<file path="config.mk">
export PLATFORM = sky130hd
export DESIGN_NAME = mux_rr_arbiter
export DESIGN_NICKNAME = d
export VERILOG_FILES = /design/src/rtl/mux_rr_arbiter_pkg.sv /design/src/rtl/mux_rr_arbiter_pick.sv /design/src/rtl/mux_rr_arbiter.sv
export SDC_FILE = /design/constraint.sdc
export NUM_CORES = 1
export LEC_CHECK = 0
export CAP_MARGIN = 5
export CELL_PAD_IN_SITES_DETAIL_PLACEMENT = 1
export CELL_PAD_IN_SITES_GLOBAL_PLACEMENT = 1
export CORE_ASPECT_RATIO = 1.5
export CORE_UTILIZATION = 25
export CTS_BUF_LIST = sky130_fd_sc_hd__clkbuf_16
export CTS_CLUSTER_SIZE = 28
export DETAILED_ROUTE_END_ITERATION = 10
export HOLD_SLACK_MARGIN = 0.03
export MAX_ROUTING_LAYER = met4
export PLACE_DENSITY_LB_ADDON = 0.2
export SYNTH_ARGS = -nofsm -noshare
export SYNTH_HDL_FRONTEND = slang
export SYNTH_SLANG_ARGS = --single-unit
</file>
<file path="constraint.sdc">
create_clock -name clk -period 1.8 [get_ports clk]
set_clock_uncertainty 0.2 [all_clocks]
set_input_delay 0.36 -clock clk [delete_from_list [all_inputs] [get_ports clk]]
set_output_delay 0.36 -clock clk [all_outputs]
set_load 0.02 [all_outputs]
</file>
<file path="src/rtl/mux_rr_arbiter_pkg.sv">
// mux_rr_arbiter_pkg: shared constants and FSM encoding for the round-robin mux arbiter
package mux_rr_arbiter_pkg;
  localparam int N_REQ = 4;
  localparam int IDX_W = 2;
  typedef enum logic {IDLE = 1'b0, BUSY = 1'b1} state_t;
endpackage

</file>
<file path="src/rtl/mux_rr_arbiter_pick.sv">
// rr_priority_pick: first requester at or after ptr, searching upward with wrap
//   req   : request vector
//   ptr   : index with highest priority
//   found : any request present
//   idx   : winning index (ptr when none)
module rr_priority_pick
  import mux_rr_arbiter_pkg::*;
(
  input  logic [N_REQ-1:0] req,
  input  logic [IDX_W-1:0] ptr,
  output logic             found,
  output logic [IDX_W-1:0] idx
);
  always_comb begin
    found = |req;
    idx = ptr;
    for (int k = N_REQ - 1; k >= 0; k--)
      if (req[ptr + IDX_W'(k)]) idx = ptr + IDX_W'(k);
  end
endmodule

</file>
<file path="src/rtl/mux_rr_arbiter.sv">
// mux_rr_arbiter: round-robin 4:1 arbiter with bounded tenure and registered data output
//   clk, rst_n       : clock, async active-low reset
//   req              : level-sensitive requests
//   i0..i3           : requester data
//   gnt, sel         : registered one-hot grant and grantee index
//   out, out_valid   : registered granted sample and its valid flag
module mux_rr_arbiter
  import mux_rr_arbiter_pkg::*;
#(
  parameter int WIDTH    = 4,
  parameter int MAX_HOLD = 4,
  parameter int HOLD_W   = 4
) (
  input  logic             clk,
  input  logic             rst_n,
  input  logic [N_REQ-1:0] req,
  input  logic [WIDTH-1:0] i0,
  input  logic [WIDTH-1:0] i1,
  input  logic [WIDTH-1:0] i2,
  input  logic [WIDTH-1:0] i3,
  output logic [N_REQ-1:0] gnt,
  output logic [IDX_W-1:0] sel,
  output logic [WIDTH-1:0] out,
  output logic             out_valid
);
  state_t             r_state, w_state_nx;
  logic [N_REQ-1:0]   r_gnt, w_gnt_nx;
  logic [IDX_W-1:0]   r_sel, w_sel_nx, r_ptr, w_ptr_nx, w_idx;
  logic [HOLD_W-1:0]  r_hold, w_hold_nx;
  logic [WIDTH-1:0]   r_out, w_data;
  logic               r_valid, w_found, w_keep, w_fire;

  rr_priority_pick u_pick (.req(req), .ptr(r_ptr), .found(w_found), .idx(w_idx));

  // ptr is always grantee+1 while busy, so a release search naturally ranks the grantee last
  assign w_keep = (r_state == BUSY) && req[r_sel] && (r_hold < HOLD_W'(MAX_HOLD));
  assign w_fire = |(r_gnt & req);
  assign w_data = (r_sel == 2'd0) ? i0 : (r_sel == 2'd1) ? i1 : (r_sel == 2'd2) ? i2 : i3;

  always_comb begin
    w_state_nx = r_state;
    w_gnt_nx = r_gnt;
    w_sel_nx = r_sel;
    w_ptr_nx = r_ptr;
    w_hold_nx = r_hold;
    if (w_keep) begin
      w_hold_nx = r_hold + 1'b1;
    end else if (w_found) begin
      w_state_nx = BUSY;
      w_gnt_nx = N_REQ'(1) << w_idx;
      w_sel_nx = w_idx;
      w_ptr_nx = w_idx + 1'b1;
      w_hold_nx = HOLD_W'(1);
    end else begin
      w_state_nx = IDLE;
      w_gnt_nx = '0;
      w_hold_nx = '0;
    end
  end

  always_ff @(posedge clk or negedge rst_n) begin
    if (!rst_n) begin
      r_state <= IDLE;
      r_gnt <= '0;
      r_sel <= '0;
      r_ptr <= '0;
      r_hold <= '0;
      r_out <= '0;
      r_valid <= 1'b0;
    end else begin
      r_state <= w_state_nx;
      r_gnt <= w_gnt_nx;
      r_sel <= w_sel_nx;
      r_ptr <= w_ptr_nx;
      r_hold <= w_hold_nx;
      if (w_fire) r_out <= w_data;
      r_valid <= w_fire;
    end
  end

  assign gnt = r_gnt;
  assign sel = r_sel;
  assign out = r_out;
  assign out_valid = r_valid;
endmodule

</file>
==> results.sh <==
export IMPL_ys_ff_latch=18
export IMPL_critPathCaptureType="register"
export IMPL_chipWidth_um=51.8
export IMPL_syn_mean_instance_area_um2=12.1
export IMPL_dp_cells=165
export IMPL_cts_max_level=1
export IMPL_rrSetupSlack_ps=20
export IMPL_firstDrtPassIters=2
export IMPL_rows=26
export IMPL_status="finished clean"
export IMPL_seq_area_um2=452
export IMPL_crit_start="sel[1]"
export IMPL_vias_per_cell=4.62
export IMPL_syn_to_final_growth_pct=65.5
export IMPL_cts_tree="built"
export IMPL_grt_max_degree=19
export IMPL_yosysUniqueCellTypes=29
export IMPL_grt_usage_pct=15.0
export IMPL_cts_buffers=3
export IMPL_endpoint="sel[1]"
export IMPL_synth_xor_area_share_pct=0.942
export IMPL_path_class="reg2reg"
export IMPL_gp_congestion=0.836
export IMPL_power_density_nw_per_um2=1520
export IMPL_synth_area_mux_share_pct=18.2
export IMPL_reg2regPathDepth=4
export IMPL_cts_buffer_depth=2
export IMPL_nNetsFinal=154
export IMPL_wl_mm=2.45
export IMPL_hold_viol=0
export IMPL_syn_nets=100
export IMPL_yosys_warnings=0
export IMPL_clk_latency_ps=250
export IMPL_synth_area_um2=930
export IMPL_antenna_found_initial=0
export IMPL_rsz0062_at_grt="yes"
export IMPL_core_um2=3480
export IMPL_grt_pass1_wl_mm=4.22
export IMPL_cpMaxStageDelayCell="mux4_2"
export IMPL_startpoint_type="register"
export IMPL_slew_viol_final=0
export IMPL_synth_seq_area_share_pct=48.5
export IMPL_grt_pass1_vias=904
export IMPL_power_mw=2.34
export IMPL_cts_num_sinks=18
export IMPL_clk_pin_slew_ps=50
export IMPL_stdcell_area_um2=1540
export IMPL_finalNonFillerCells=172
export IMPL_syn_inst=77
export IMPL_yosys_area_share_simple_pct=13.1
export IMPL_peakVddDrop_mv=0.695
export IMPL_multi_input_area_um2=480
export IMPL_cp_data_required_time_ps=1730
export IMPL_antenna_left=0
export IMPL_cts_root_buf="clkbuf_16"
export IMPL_port_buffers=32
export IMPL_crit_arrival_ps=1710
export IMPL_die_h_um=76.7
export IMPL_timing_final_crit_share_pct=98.9
export IMPL_start_util_pct=26.7
export IMPL_r2r_start="sel[1]"
export IMPL_postPlaceCellArea_um2=1410
export IMPL_crit_path_max_fanout=5
export IMPL_timing_max_cap_violations=0
export IMPL_vias=795
export IMPL_period_minus_slack_ps=1780
export IMPL_fmax_mhz=562
export IMPL_drc_errors=0
export IMPL_hpwl_mm=2.04
export IMPL_crit_chain="mux4_2, and3_4, nor2_4, mux2_4"
export IMPL_wl_per_cell_um=14.2
export IMPL_fin_util_pct=44.2
export IMPL_hold_path_class="in2async"
export IMPL_grt_ovfl_total=0
export IMPL_finalSetupViolCount=0
export IMPL_fill_cells=396
export IMPL_drive_gt1_share_pct=33.8
export IMPL_hold_buffers=0
export IMPL_drtIter0Drc=11
export IMPL_io_pins=33
export IMPL_synth_fa_ha_area_share_pct=1.35
export IMPL_n_antenna_cell=0
export IMPL_cpPeakStageDelay_ps=500
export IMPL_synth_top_family_by_area="multiplexers"
export IMPL_regToRegEndpoint="sel[1]"
export IMPL_die_area_um2=3970
export IMPL_p_leak_nw=0.679
export IMPL_synth_compound_area_share_pct=13.6
-- registers in the layout (all words and copies together) (netlist names) --
register	count
r_ptr	2
r_hold	4
r_state	1
out	4
sel	2
gnt	4
out_valid	1
-- worst min-delay path by stage --
| stage | to | slack (ps) | depth (start not counted) | from |
|---|---|---|---|---|
| after floorplan | gnt[0] | -140 | 0 | rst_n |
| after global placement | r_hold[0] | 240 | 1 | r_hold[0] |
| after detailed placement | r_hold[0] | 250 | 1 | r_hold[0] |
| after CTS | r_hold[1] | 250 | 2 | rst_n |
| after global routing | gnt[3] | 280 | 2 | rst_n |
| final | r_hold[1] | 250 | 2 | rst_n |
-- area by class of cell --
class,instances,share of cell area (%)
repair buffers,52,30.2
clock inverters,1,0.244
multi-input cells,53,31.2
clock buffers,3,4.88
flip-flops and latches,18,29.3
inverters,3,0.732
well taps,42,3.41
-- metrics by stage --
stage	worst slack [ps]	hold slack, ps	TNS, ps
2_1_floorplan	-95.6	-136	-120
3_3_place_gp	-410	236	-4390
3_5_place_dp	-463	247	-5150
4_1_cts	-15.2	253	-15.2
5_1_grt	-21.9	277	-32.1
6_report	19.9	246	0
-- kinds of logic after synthesis --
family                   count (synthesis)
AO/OA/AOI/OAI                           18
XOR/XNOR                                 1
adder cells (fa/ha/maj)                  1
buffers and inverters                    6
flip-flops                              18
multiplexers                            10
other                                    1
AND/OR/NAND/NOR                         22
-- cells in the mapped netlist --
cell / n / area share [%]
ha_1: 1 / 1.3
dfrtp_1: 18 / 48
inv_1: 3 / 1.2
nor2_1: 4 / 1.6
o221a_2: 1 / 1.2
mux4_2: 5 / 12
a2bb2oi_1: 1 / 0.94
o31ai_1: 2 / 1.6
mux2_2: 4 / 4.8
o21ai_0: 3 / 1.6
a21oi_1: 3 / 1.6
a22oi_1: 2 / 1.6
nand2b_1: 1 / 0.67
o21a_1: 1 / 0.81
nor2b_1: 2 / 1.3
clkbuf_1: 1 / 0.40
a21o_1: 1 / 0.81
and3_4: 1 / 1.2
nor2_4: 1 / 1.2
buf_6: 2 / 2.4
xnor2_1: 1 / 0.94
nor4_2: 1 / 1.3
nand2_1: 9 / 3.6
and2_1: 2 / 1.3
o41ai_2: 1 / 1.8
mux2_1: 1 / 1.2
conb_1: 1 / 0.40
or3_1: 1 / 0.67
o21ai_1: 3 / 1.6
-- power breakdown --
group          switching, mW  internal, mW  total [mW]
Combinational          0.551         0.657        1.21
Sequential             0.120         0.571       0.691
Clock                  0.146         0.295       0.441
-- critical path: cells and delay by family (launching register included) --
kind	cells	cell delay [ps]
multiplexers	2	800
flip-flops	1	370
AND/OR/NAND/NOR	2	300
-- placed cells by master (no fill, tap or decap), drive strengths merged, types with 2 or more instances in the layout --
cell	n
clkdlybuf4s50	22
buf	20
dfrtp	18
nand2	9
dlygate4sd2	8
o21ai	6
mux4	5
nor2	5
mux2	5
a21oi	3
inv	3
clkbuf	3
and2	2
a22oi	2
nor2b	2
clkdlybuf4s15	2
o31ai	2
-- metal layers --
layer,vias to the layer above,GRT usage [%],wire (µm)
li1,381,-,-
met1,397,16.2,951
met2,15,26.0,1410
met3,2,1.39,47
met4,0,8.11,41
met5,-,-,0
-- timing repair --
action	4_1_cts	5_1_grt
pin swaps	1	4
setup buffers	0	3
gates resized for setup	12	11
endpoints found under the setup margin	20	6
(Power assumes the default switching activity.)
